==> config.mk <==
export PLATFORM = sky130hd
export DESIGN_NAME = delay_ramp_ctrl
export DESIGN_NICKNAME = d
export VERILOG_FILES = /design/src/rtl/delay_ramp_ctrl_pkg.sv /design/src/rtl/delay_ramp_ctrl_tri.sv /design/src/rtl/delay_ramp_ctrl.sv
export SDC_FILE = /design/constraint.sdc
export NUM_CORES = 1
export LEC_CHECK = 0
export ABC_AREA = 1
export CAP_MARGIN = 10
export CORE_UTILIZATION = 55
export CTS_CLUSTER_DIAMETER = 120
export DETAILED_ROUTE_END_ITERATION = 10
export PLACE_DENSITY = 0.84
export SYNTH_ARGS = -nofsm -noshare
export SYNTH_HDL_FRONTEND = slang
export SYNTH_SLANG_ARGS = --single-unit
==> constraint.sdc <==
create_clock -name clk -period 8.4 [get_ports clk]
set_input_delay 1.26 -clock clk [delete_from_list [all_inputs] [get_ports clk]]
set_output_delay 1.26 -clock clk [all_outputs]
set_load 0.02 [all_outputs]
==> src/rtl/delay_ramp_ctrl_pkg.sv <==
// Shared definitions for the delay ramp controller and its delay-line users.
package delay_ramp_ctrl_pkg;

  localparam int DELAY_WIDTH_DEF = 12;

  // Largest delay the delay line can address.
  localparam logic [DELAY_WIDTH_DEF-1:0] DELAY_MAX = '1;

  typedef enum logic [1:0] {
    IDLE      = 2'd0,
    RAMP_UP   = 2'd1,
    RAMP_DOWN = 2'd2
  } ramp_state_t;

endpackage

==> src/rtl/delay_ramp_ctrl_tri.sv <==
// Triangle LFO: produces a 0..lfo_depth modulation offset that moves one
// sample per LFO tick, and decays smoothly to zero when disabled.
module tri_lfo
  import delay_ramp_ctrl_pkg::*;
#(
  parameter int DELAY_WIDTH   = DELAY_WIDTH_DEF,
  parameter int LFO_DIV_WIDTH = 16
) (
  input  logic                     clk,
  input  logic                     rst,
  input  logic                     sample_en,
  input  logic                     lfo_en,
  input  logic [DELAY_WIDTH-1:0]   lfo_depth,
  input  logic [LFO_DIV_WIDTH-1:0] lfo_rate,
  output logic [DELAY_WIDTH-1:0]   offset
);

  logic [LFO_DIV_WIDTH-1:0] div_cnt;
  logic                     dir_down;
  logic                     move_up;
  logic                     move_dn;
  logic                     dir_down_nxt;

  // Decide the direction of the next tick; an offset above a reduced depth
  // always heads down, and the triangle turns at depth and at zero.
  always_comb begin
    move_up      = !dir_down && (offset < lfo_depth);
    move_dn      = !move_up && (offset != '0);
    dir_down_nxt = 1'b0;
    if (move_up)
      dir_down_nxt = ((offset + DELAY_WIDTH'(1)) == lfo_depth);
    else if (move_dn)
      dir_down_nxt = (offset > DELAY_WIDTH'(1));
  end

  // Divider, direction and offset advance only on sample strobes.
  always_ff @(posedge clk or posedge rst) begin
    if (rst) begin
      div_cnt  <= '0;
      dir_down <= 1'b0;
      offset   <= '0;
    end else if (sample_en) begin
      if (!lfo_en) begin
        if (offset != '0)
          offset <= offset - DELAY_WIDTH'(1);
        if (offset <= DELAY_WIDTH'(1)) begin
          div_cnt  <= '0;
          dir_down <= 1'b0;
        end
      end else if (div_cnt >= lfo_rate) begin
        div_cnt  <= '0;
        dir_down <= dir_down_nxt;
        if (move_up)
          offset <= offset + DELAY_WIDTH'(1);
        else if (move_dn)
          offset <= offset - DELAY_WIDTH'(1);
      end else begin
        div_cnt <= div_cnt + LFO_DIV_WIDTH'(1);
      end
    end
  end

endmodule

==> src/rtl/delay_ramp_ctrl.sv <==
// Delay ramp controller: accepts delay targets over valid/ready, slews the
// base delay toward each target by a bounded step per audio sample, and adds
// triangle LFO modulation before driving the delay line.
module delay_ramp_ctrl
  import delay_ramp_ctrl_pkg::*;
#(
  parameter int DELAY_WIDTH   = DELAY_WIDTH_DEF,
  parameter int STEP_WIDTH    = 4,
  parameter int LFO_DIV_WIDTH = 16
) (
  input  logic                     clk,
  input  logic                     rst,
  input  logic                     sample_en,
  input  logic [DELAY_WIDTH-1:0]   target_delay,
  input  logic                     target_valid,
  output logic                     target_ready,
  input  logic [STEP_WIDTH-1:0]    step,
  input  logic                     lfo_en,
  input  logic [DELAY_WIDTH-1:0]   lfo_depth,
  input  logic [LFO_DIV_WIDTH-1:0] lfo_rate,
  output logic [DELAY_WIDTH-1:0]   delay_out,
  output logic                     settled
);

  localparam int SUM_W = DELAY_WIDTH + 1;

  ramp_state_t            state;
  logic [DELAY_WIDTH-1:0] cur;
  logic [DELAY_WIDTH-1:0] tgt;
  logic [DELAY_WIDTH-1:0] offset;
  logic [SUM_W-1:0]       diff;
  logic [SUM_W-1:0]       move;
  logic                   accept;
  logic                   vld_p1;

  // Step limited to the remaining distance; a zero step still makes progress.
  function automatic logic [SUM_W-1:0] clip_step(input logic [STEP_WIDTH-1:0] s,
                                                 input logic [SUM_W-1:0]      d);
    logic [SUM_W-1:0] s_eff;
    s_eff = (s == '0) ? SUM_W'(1) : SUM_W'(s);
    return (s_eff < d) ? s_eff : d;
  endfunction

  // Clamp the widened base+offset sum to the largest addressable delay.
  function automatic logic [DELAY_WIDTH-1:0] sat_delay(input logic [SUM_W-1:0] x);
    return x[DELAY_WIDTH] ? {DELAY_WIDTH{1'b1}} : x[DELAY_WIDTH-1:0];
  endfunction

  tri_lfo #(
    .DELAY_WIDTH   (DELAY_WIDTH),
    .LFO_DIV_WIDTH (LFO_DIV_WIDTH)
  ) u_lfo (
    .clk       (clk),
    .rst       (rst),
    .sample_en (sample_en),
    .lfo_en    (lfo_en),
    .lfo_depth (lfo_depth),
    .lfo_rate  (lfo_rate),
    .offset    (offset)
  );

  assign accept = target_valid && target_ready;

  // Remaining distance, widened by one bit so neither direction can wrap.
  always_comb begin
    diff = '0;
    if (state == RAMP_UP)
      diff = {1'b0, tgt} - {1'b0, cur};
    else if (state == RAMP_DOWN)
      diff = {1'b0, cur} - {1'b0, tgt};
    move = clip_step(step, diff);
  end

  // Handshake FSM and base-delay ramp; ready/settled are registered with the state.
  always_ff @(posedge clk or posedge rst) begin
    if (rst) begin
      state        <= IDLE;
      cur          <= '0;
      tgt          <= '0;
      target_ready <= 1'b1;
      settled      <= 1'b1;
    end else begin
      case (state)
        IDLE: begin
          if (accept) begin
            tgt <= target_delay;
            if (target_delay > cur) begin
              state        <= RAMP_UP;
              target_ready <= 1'b0;
              settled      <= 1'b0;
            end else if (target_delay < cur) begin
              state        <= RAMP_DOWN;
              target_ready <= 1'b0;
              settled      <= 1'b0;
            end
          end
        end
        RAMP_UP: begin
          if (sample_en) begin
            cur <= cur + move[DELAY_WIDTH-1:0];
            if (move == diff) begin
              state        <= IDLE;
              target_ready <= 1'b1;
              settled      <= 1'b1;
            end
          end
        end
        RAMP_DOWN: begin
          if (sample_en) begin
            cur <= cur - move[DELAY_WIDTH-1:0];
            if (move == diff) begin
              state        <= IDLE;
              target_ready <= 1'b1;
              settled      <= 1'b1;
            end
          end
        end
        default: begin
          state        <= IDLE;
          target_ready <= 1'b1;
          settled      <= 1'b1;
        end
      endcase
    end
  end

  // Stage p1: one cycle after the strobe, register the saturated base+offset.
  always_ff @(posedge clk or posedge rst) begin
    if (rst) begin
      vld_p1    <= 1'b0;
      delay_out <= '0;
    end else begin
      vld_p1 <= sample_en;
      if (vld_p1)
        delay_out <= sat_delay({1'b0, cur} + {1'b0, offset});
    end
  end

endmodule
### Word level (Yosys, flattened, before mapping)

Cells that the tools add are included.

* bits in registers: 69
* bits of input ports: 49
* output and inout bits: 14
* logic and storage cells: 87

* add/sub/neg operators: 8
* $lt $le $gt $ge: 7
* equality and inequality tests: 12
* multiplexer cells: 33
* reduce and logical (&&, ||, !) cells: 18

Operator list (count)
* 12-bit two-way mux: 8
* 16-bit two-way mux: 3
* 13-bit two-way mux: 3
* 12-bit by 12-bit subtractor with 13-bit output: 2
* 12-bit < comparator: 2
* 12-bit case mux with 2 select lines: 1
* 16-bit by 1-bit adder with 16-bit output (second input constant): 1
* 16-bit greater-or-equal comparator: 1
* 12-bit by 12-bit adder with 13-bit output: 1
* 13-bit equality test: 1
* 4-bit by 13-bit < comparator with 1-bit output: 1
* 12-bit by 1-bit adder with 12-bit output (second input constant): 1
* 12-bit adder: 1
* 12-bit equality test: 1
* 12-bit by 1-bit greater-than comparator with 1-bit output (second input constant): 1
* 12-bit greater-than comparator: 1
* 12-bit by 1-bit <= comparator with 1-bit output (second input constant): 1
* 12-bit nonzero test: 1
* 12-bit by 1-bit subtractor with 12-bit output (second input constant): 1
* 12-bit subtractor: 1
* 1-bit two-way mux: 10
* 2-bit two-way mux: 5
* 4-bit AND reduction: 2
* 2-bit by 1-bit inequality test with 1-bit output (second input constant): 3
* other kinds (16): 25

### Longest topological paths before layout

Gate-level depths: netlist (run 1).

* word-level depth: 9
* depth in mapped cells: 39

### Modules after synthesis

From an unflattened synthesis (run 1), not the netlist that was laid out.

* cell total of the unflattened synthesis: 1190
* area total of the unflattened synthesis: 7863.8 µm²

By module, submodules not included
* delay_ramp_ctrl: instances 1, cells each 712, area an instance 4754.6 µm², sequential area each 1002.2 µm²
* tri_lfo: instances 1, cells each 478, area an instance 3109.2 µm², sequential area each 725.7 µm²

### Worst setup path after synthesis (run 1)

Ideal clock, no wire load.

* path type: register to register
* from: register cur[1]
* to: register cur[10]
* arrival: 4.853 ns
* path slack: 3.421 ns
* stages on the path, launching flop included: 37
* buffers on the path: 0
* period minus slack after synthesis: 4.979 ns
* path through: dfrtp_1 > inv_1 > fa_1 > xor2_1 > nand2_1 > nand2_1 > inv_1 > ha_1 > nand2_1 > inv_1 > nand2_1 > nand3_1 > nand2_1 > a21oi_4 > nand2_2 > nor2_4 > nand3_2 > nand2_1 > nand2_2 > ha_1 > o21ai_0 > fa_1 > a21oi_1 > o21ai_0 > nand2_1 > nand2_1 > a21oi_1 > nor2_1 > o21ai_0 > nand2_1 > nand2_1 > inv_1 > o21ai_0 > nand2_1 > or2_2 > nand3_1 > o21ai_0

* longest elaborated chain between the ends: 8

RTL lines
* start: declaration: line delay_ramp_ctrl.sv:28 `logic [DELAY_WIDTH-1:0] cur;`
* start signal: assignment: line delay_ramp_ctrl.sv:100 `cur <= cur + move[DELAY_WIDTH-1:0];`
* start signal: assignment: line delay_ramp_ctrl.sv:110 `cur <= cur - move[DELAY_WIDTH-1:0];`
* 12-bit by 12-bit subtractor with 13-bit output: line delay_ramp_ctrl.sv:70 `diff = {1'b0, cur} - {1'b0, tgt};`
* 13-bit two-way mux: line delay_ramp_ctrl.sv:69 `else if (state == RAMP_DOWN)`
* 13-bit two-way mux: line delay_ramp_ctrl.sv:67 `if (state == RAMP_UP)`
* 4-bit by 13-bit < comparator with 1-bit output: line delay_ramp_ctrl.sv:41 `return (s_eff < d) ? s_eff : d;`
* 13-bit two-way mux: line delay_ramp_ctrl.sv:41
* 12-bit subtractor / 12-bit adder (equally long branches): line delay_ramp_ctrl.sv:110, delay_ramp_ctrl.sv:100
* 12-bit two-way mux (on tied branches): line delay_ramp_ctrl.sv:109, delay_ramp_ctrl.sv:99
* 12-bit case mux with 2 select lines *: line delay_ramp_ctrl.sv:83 `case (state)`

Mark *: on every way between the ends. The rest lies on a longest branch, timed or not. The select of a mux whose other input is x is not followed.
A chain may end at the register's enable or synchronous reset.

### Final worst setup path (run 1)

Ends and elaborated chain as after synthesis.

==> summary by stage, run 1 <==
Floorplanning
The die covers 13990 um^2. The floorplan step set the die width to ~120 um. The total core area is 13190 um^2. The height of the die is roughly 120 um. The top-level I/O count is 63. The row count is 42. The initial core utilization is about 56%.

Worst hold path
The kind of path behind the tightest hold check is flip-flop to flip-flop. The critical hold path startpoint is delay_out[11].

Detailed routing
Dividing the detail-routed wire length by the instance count gives 13.75 um. The first detailed-routing pass took 8 iterations. The detailed-route vias per instance is 5.428. After detailed routing, the total wire length is ~18000 um.

In this run the remaining antenna-violating nets after routing total 0. The remaining design rule violation count is 1. The detailed router finished its first iteration with ~490 violations.

The detailed router placed 7046 vias in this run.

Critical path
Among all stages on the critical path, the largest delay is contributed by sky130_fd_sc_hd__fa_1. The highest fanout seen on the critical path is 6. In this run the register-to-register setup slack is 2.63 ns. The launch point of the critical path is cur[1]. The required time of the worst setup path is 8.59 ns. STA classifies the critical path startpoint as a flip-flop.

The library cell appearing most often on the critical path is sky130_fd_sc_hd__nand2_1. The worst setup path is of the flip-flop to flip-flop kind. The critical register-to-register path startpoint is cur[1]. Data on the critical path arrives at its endpoint at 5.96 ns.

On the worst path, the slowest cell contributes a delay of ~0.55 ns. The element type at the critical path end is a flip-flop.

Job
The max-capacitance violation count is 0.

Synthesis
The Yosys step of the flow raised 0 warnings. The dominant synthesized flop cell is sky130_fd_sc_hd__dfrtp_1. The post-synthesis instance area is roughly 7400 um^2. After synthesis, the share of flip-flops with an asynchronous set or reset is 100.0%.

The mean cell area of the mapped netlist is 6.989 um^2. The synthesized instance count is ~1.1k. When the netlist entered floorplanning its net count stood at 1216. In the post-synthesis netlist, the cell with the most instances is sky130_fd_sc_hd__nand2_1. The count of state elements after synthesis is 69.

The proportion of netlist area held by the largest area contributor is 22.88%. The number of synthesized flops with an enable pin is 0. The distinct cell type count after synthesis is 53. The cell type with the largest total area after synthesis is sky130_fd_sc_hd__dfrtp_1. After synthesis, the most frequently instantiated cells are sky130_fd_sc_hd__nand2_1 (228), sky130_fd_sc_hd__inv_1 (176), sky130_fd_sc_hd__ha_1 (99). By area the synthesized netlist is led by sky130_fd_sc_hd__dfrtp_1 (23%), sky130_fd_sc_hd__ha_1 (17%), sky130_fd_sc_hd__nand2_1 (12%), sky130_fd_sc_hd__inv_1 (8.9%), sky130_fd_sc_hd__a21oi_1 (5.2%). Sequential cells were found to cover 23.24% of the synthesized design area.

Global routing
Entering global routing, the biggest net connects 70 pins. The first-pass GRT wire length is ~30000 um. The number of antenna violations at the first check in global routing is 0. Global routing consumed, on the met1 layer, a little over a third of the routing resources. For this run, the total global-route usage over all layers was measured as a little over a quarter. The number of global-route vias before repair came to 6672.

The global routing usage on met2 is 42.68%. The layer flagged by global routing as most heavily used is met2. Global routing used 3.958% of the available met3 tracks. The final global-route overflow total is 0.

Power
The share of total power dissipated in combinational logic is 48.9%. The relative contribution of the clock network to total power is 21.5%. The internal power consumption is 0.9399 mW. The sequential power share is between 20% and 30%. In this run the power density over the cells is 195.9 nW/um^2. Net switching is 43.29% of the power. The static power due to leakage is approximately 4.4 nW. The worst-case IR drop observed on VDD is roughly 0.15 mV.

The net switching power is 0.7174 mW.

Timing
The number of endpoints with negative hold slack in the final report came to 0. The time the final worst path needs with I/O delays and setup is 5.770 ns. Setup violations remaining at the end of the flow were counted as 0. The worst relative slew slack is 31.83%. The final critical-path share of the clock period is 68.69%. Setup repair after global routing left no endpoint under its margin. At the pin with the least slew margin, the transition time is 0.9967 ns. The maximum clock skew at final layout is 0.005963 ns. The number of max-slew violations in the final report is 0. For this run, the top clock speed supported by timing is ~170 MHz. For the final routed database, the setup TNS stands at 0 ns.

Clock tree
The total clock buffers created by CTS is 9. The number of buffers between clock root and the deepest sink is 2. Post-CTS timing repair inserted 0 buffers for setup. The clock latency on the worst-skew pair is 0.35 ns.

The total of hold buffers inserted after clock tree synthesis is 0. TritonCTS built the clock tree. The tree is rooted in a sky130_fd_sc_hd__clkbuf_16. The clock slew at the register clock pins of the worst setup and hold paths is 0.06 ns.

The clock sink count is just under 70. Once the clock tree was built, the resizer swapped 0 gates to a different size. The H-tree was split into 3 levels.

Placed design
Once detailed placement completed, the half-perimeter wirelength came to 14240 um. Routability-driven placement finished with a final weighted congestion of 0.9290. The count of buffers added on input and output ports is 62.

The total instance count after detailed placement is 1283.

Final layout
The repair_antennas step left the layout with diodes totalling 0. Cells fill 64.12% of the core in the end. The final net count is around 1.3k. The share of layout cells above drive strength 1 is about 8.2%. From synthesis to final layout, the design area changed by 13.75%. Excluding fillers, the count of instances in the completed layout stands at 1298.

Status
The run finished, with violations left. The final reports fail on DRC.
## placed cells by master (no fill, tap or decap), types with 3 or more instances in the layout
cell and count:
sky130_fd_sc_hd__nand2_2 21, sky130_fd_sc_hd__xor2_1 36, sky130_fd_sc_hd__nand3_1 62, sky130_fd_sc_hd__nand4_1 20
sky130_fd_sc_hd__a21o_1 4, sky130_fd_sc_hd__inv_2 8, sky130_fd_sc_hd__o21bai_1 4, sky130_fd_sc_hd__inv_1 175
sky130_fd_sc_hd__o21ai_0 47, sky130_fd_sc_hd__a21oi_1 78, sky130_fd_sc_hd__nand2_1 228, sky130_fd_sc_hd__dfrtp_1 68
sky130_fd_sc_hd__clkdlybuf4s50_1 62, sky130_fd_sc_hd__o21ai_1 4, sky130_fd_sc_hd__xnor2_1 12, sky130_fd_sc_hd__nor3_2 3
sky130_fd_sc_hd__o211ai_1 10, sky130_fd_sc_hd__or2_2 6, sky130_fd_sc_hd__clkinvlp_4 3, sky130_fd_sc_hd__fa_1 4
sky130_fd_sc_hd__nor3_1 12, sky130_fd_sc_hd__nor4_1 3, sky130_fd_sc_hd__ha_1 99, sky130_fd_sc_hd__o22ai_1 4
sky130_fd_sc_hd__nor2_1 79, sky130_fd_sc_hd__nor2_4 6, sky130_fd_sc_hd__nor2_2 10, sky130_fd_sc_hd__clkbuf_16 9
sky130_fd_sc_hd__nand3_2 11
## per-layer routing
metal / share of wire [%] / up-vias / wire length, um
met3: 5.2 / 37 / 927
li1: - / 3563 / -
met4: 2.4 / 0 / 436
met5: 0 / - / 0
met2: 45 / 204 / 8054
met1: 47 / 3242 / 8427
## state kept, by name, summed over array words and instances, names as in the netlist
register        flops
settled             1
tgt                12
state               2
delay_out          12
u_lfo.offset       12
u_lfo.div_cnt      16
cur                12
u_lfo.dir_down      1
vld_p1              1
## layout make-up
type	count	area, um^2
Fill cell	1139	4732
Inverter	183	686.9
Tap cell	176	220.2
Clock inverter	5	36.28
Timing Repair Buffer	63	628.1
Clock buffer	10	239.0
Sequential cell	69	1728
Multi-Input combinational cell	792	4920
## power by group through the flow
stage	registers [mW]	clock network (mW)	logic, mW
floorplan	0.489	0	0.569
CTS	0.489	0.362	0.805
global placement	0.492	0	0.770
global route	0.499	0.375	0.909
finish	0.490	0.357	0.811
detailed placement	0.494	0	0.793
## final timing paths
kind,to,cells past startpoint
min in group asynchronous,u_lfo.div_cnt[0],3
min reg2reg,delay_out[11],2
max,cur[10],36
max reg2reg,cur[10],36
max in group asynchronous,cur[10],3
min,delay_out[11],2
## stage by stage
step	hold WS [ns]	instance area [um^2]	setup slack [ns]	power (mW)
2_1_floorplan	0.4782	7436	3.421	1.058
3_3_place_gp	0.4913	8183	2.823	1.263
3_5_place_dp	0.4974	8183	2.618	1.287
4_1_cts	0.5174	8458	2.650	1.655
5_1_grt	0.5447	8458	2.109	1.784
6_report	0.5027	8458	2.630	1.657
## kinds of logic after synthesis
kind of cell | count (synthesis) | synth area share, %
buffers and inverters | 203 | 10.60
adder cells (fa/ha/maj) | 103 | 17.74
XOR/XNOR | 48 | 5.654
flip-flops | 69 | 23.24
multiplexers | 1 | 0.1346
AO/OA/AOI/OAI | 166 | 12.59
AND/OR/NAND/NOR | 474 | 30.05
## critical path, delay by kind of cell, from the launching register on
| family | cells | cell delay (ns) |
|---|---|---|
| and+or+nand+nor | 19 | 1.77 |
| xor gates and xnor gates | 1 | 0.19 |
| adders and majority gates | 4 | 1.62 |
| DFF | 1 | 0.50 |
| buffers and inverters | 4 | 0.37 |
| AOI/OAI and AO/OA | 8 | 1.20 |
Note: power is estimated with default switching activity, not from simulation.
==> run 2: changes to the inputs <==
Settings changed: CORE_UTILIZATION 55 to 54, PLACE_DENSITY 0.84 to 0.86.
Clock period 8.4 ns to 5.2 ns, I/O delays scaled along.
==> run 2 against run 1 <==
  * The flow now finishes without violations
  * Largest power group unchanged
  * Critical path depth increased by 2
  * Power increased by 71%
  * Highest routed layer unchanged
  * Clock-buffer cell count decreased by 1
  * Critical endpoint unchanged
  * Core utilization increased by 3.2 points
  * Final area increased by 6.2%
==> summary by stage, run 2 (synthesis gave the netlist of run 1 again) <==
Status
The run finished with clean final reports.

Global routing
For this run the aggregate overflow at the end of global routing stands at 0. The first-pass GRT wire length is about 31000 um. Entering global routing, the biggest net connects 38 pins.

In the global route stage, overall resource usage came out at a little over a quarter. The number of global-route vias before repair is 6813. The number of antenna violations at the first check in global routing is 1.

Clock tree
Clock tree synthesis found a total of 69 sinks. After clock tree synthesis, the clock-pin slew on the worst setup and hold paths is approximately 0.060 ns. The longest clock path from root to sink contains 2 buffers.

The buffer cell driving the clock tree root is sky130_fd_sc_hd__clkbuf_16. Counting the buffers created by CTS gives 9. Buffers inserted to repair hold after CTS numbered 0. TritonCTS built the clock tree. The H-tree generated during clock tree synthesis spans 3 levels. The clock latency on the worst-skew pair is between 0.3 and 0.4 ns.

Timing
The worst setup margin is 0.01222 ns. The pin slew with the least headroom to its limit is 1.014 ns. Between clock sinks in the finished design, the worst skew comes to ~0.0083 ns. The number of max-slew violations in the final report was 0.

Setup repair after global routing could not meet its margin everywhere. Measured against its own limit, the worst slew margin works out to between 30% and 40%. The number of failing setup endpoints in the final timing report is 0.

The achievable frequency is 192.8 MHz. In the final timing run, aggregate negative setup slack is 0 ns. Dividing the final minimum period by the clock period gives 99.76%. After layout, the minimum clock period comes to roughly 5.2 ns. The number of endpoints with negative hold slack in the final report is 0.

Worst hold path
The kind of path behind the tightest hold check is flip-flop to flip-flop.

Power
IR analysis of the VDD net gives a maximum drop of 0.3322 mV. Dividing total power by cell area gives a power density of 316.0 nW/um^2. The static power due to leakage is 4.640 nW.

Floorplanning
The total core area is 13350 um^2. The die is 119.3 um tall. The die area is 14240 um^2. In this run the count of I/O pins placed on the die edge is 63. The row count is 42.

In this run the horizontal extent of the chip is 119.3 um. The initial core utilization is 55.71%.

Critical path
Data on the critical path is required at its endpoint by 5.39 ns. The largest stage delay on the critical path is 0.41 ns. Setup slack on the worst reg-to-reg path comes out at 0.01 ns. The element type at the critical path end is a flip-flop. The critical path's slowest cell is sky130_fd_sc_hd__fa_2. For the worst setup path, the data arrival time is 5.38 ns.

The type of the setup path with the least slack is flip-flop to flip-flop. The library cell appearing most often on the critical path is sky130_fd_sc_hd__nand2_2. STA classifies the critical path startpoint as a flip-flop. Along the worst path, the maximum fanout reaches 4.

Final layout
Relative to the synthesized area, the layout overhead comes to 20.76%. For this run, the post-layout net count is between 1k and 1.5k. The register with the most flip-flops in the layout has 16 of them. Counting flops per register, the top entry is u_lfo.div_cnt. The final antenna diode count is 0. In the layout the commonest cells are sky130_fd_sc_hd__nand2_1 (218), sky130_fd_sc_hd__inv_1 (167), sky130_fd_sc_hd__ha_1 (95), sky130_fd_sc_hd__nor2_1 (77), sky130_fd_sc_hd__a21oi_1 (75). The most common cell after layout, fill and taps aside is sky130_fd_sc_hd__nand2_1. The final cell utilization of the core is about two thirds. The post-route netlist has 14.64% of its cells at a drive strength greater than 1.

Detailed routing
After detailed routing, the average wire length per cell comes to 14.59 um. The detail route stage leaves a number of antenna-violating nets equal to 0. In the routed layout, each cell is associated on average with a via count of 5.493. Summed over all layers, the routed wires come to 19510 um. For this block, the initial DRC count from the detailed router was 544. For this run, the detailed router's first-pass iteration total came to 6. In the routed design, unresolved DRC markers number 0. The via total after detailed routing is 7344.

Placed design
Buffers placed on the I/O ports in this run total 62. The worst setup timing slack at the placement stage is -0.1577 ns. The routability congestion estimate is 0.9673.

The HPWL after detailed placement is 14670 um.

Job
Max-cap violations in this run came to 0.
run 2: cell types whose count changed in the layout (fill, tap and decap cells not counted), moves of 4 or more:
cell	delta
sky130_fd_sc_hd__ha_1	-4
sky130_fd_sc_hd__o21ai_2	+4
sky130_fd_sc_hd__buf_4	+37
sky130_fd_sc_hd__o21ai_0	-6
sky130_fd_sc_hd__nand2_1	-10
sky130_fd_sc_hd__inv_2	+7
sky130_fd_sc_hd__nand2_2	+6
sky130_fd_sc_hd__inv_1	-8
sky130_fd_sc_hd__nand2_4	+4
run 2: critical path: cells and delay by family, from the launching register on:
family	cells	cell delay [ns]
adder cells (fa/ha/maj)	5	1.46
AND/OR/NAND/NOR	19	1.70
AO/OA/AOI/OAI	8	1.03
XOR/XNOR	1	0.16
flip-flops	1	0.40
buffers and inverters	5	0.31
run 2: through the flow:
| stage | area [um^2] | cells | hold WS (ns) | power (mW) |
|---|---|---|---|---|
| global placement | 8356 | 1306 | 0.4929 | 2.050 |
| detailed placement | 8356 | 1306 | 0.5019 | 2.093 |
| finish | 8980 | 1337 | 0.5204 | 2.838 |
| global route | 8980 | 1337 | 0.5568 | 3.035 |
| CTS | 8716 | 1326 | 0.5164 | 2.772 |
| floorplan | 7436 | 1064 | 0.4782 | 1.710 |
run 2: path summary, 6_finish.rpt:
kind | startpoint | end | depth (start not counted)
min in group asynchronous | rst | delay_out[0] | 2
max reg2reg | cur[0] | cur[10] | 38
max in group asynchronous | rst | settled | 3
min | delay_out[11] | delay_out[11] | 2
max | cur[0] | cur[10] | 38
min reg2reg | delay_out[11] | delay_out[11] | 2
run 2: area by class of cell:
class / count / area (um^2)
Sequential cell: 69 / 1728
Inverter: 183 / 689.4
Clock buffer: 9 / 225.2
Clock inverter: 5 / 77.57
Timing Repair Buffer: 103 / 939.7
Fill cell: 1094 / 4368
Multi-Input combinational cell: 792 / 5100
Tap cell: 176 / 220.2
run 2: metal layers:
metal | vias up | share of wire [%] | GRT usage, %
met1 | 3430 | 44 | 35.43
li1 | 3629 | - | -
met5 | - | 0 | 0
met4 | 0 | 2.4 | 10.39
met2 | 242 | 47 | 44.80
met3 | 43 | 6.0 | 4.071
run 2: what timing repair did:
| action | in CTS | in global routing |
|---|---|---|
| buffers inserted | 6 | 13 |
| gates resized for setup | 7 | 53 |
| setup endpoints to repair | 1 | 4 |
| pin swaps | 1 | 36 |
run 2: report_power, final:
group / switching (mW) / total (mW) / leakage [nW] / internal (mW)
clock: 0.232 / 0.644 / 0.147 / 0.412
combinational: 0.810 / 1.40 / 3.68 / 0.595
sequential: 0.148 / 0.789 / 0.811 / 0.641
total: 1.19 / 2.84 / 4.64 / 1.65
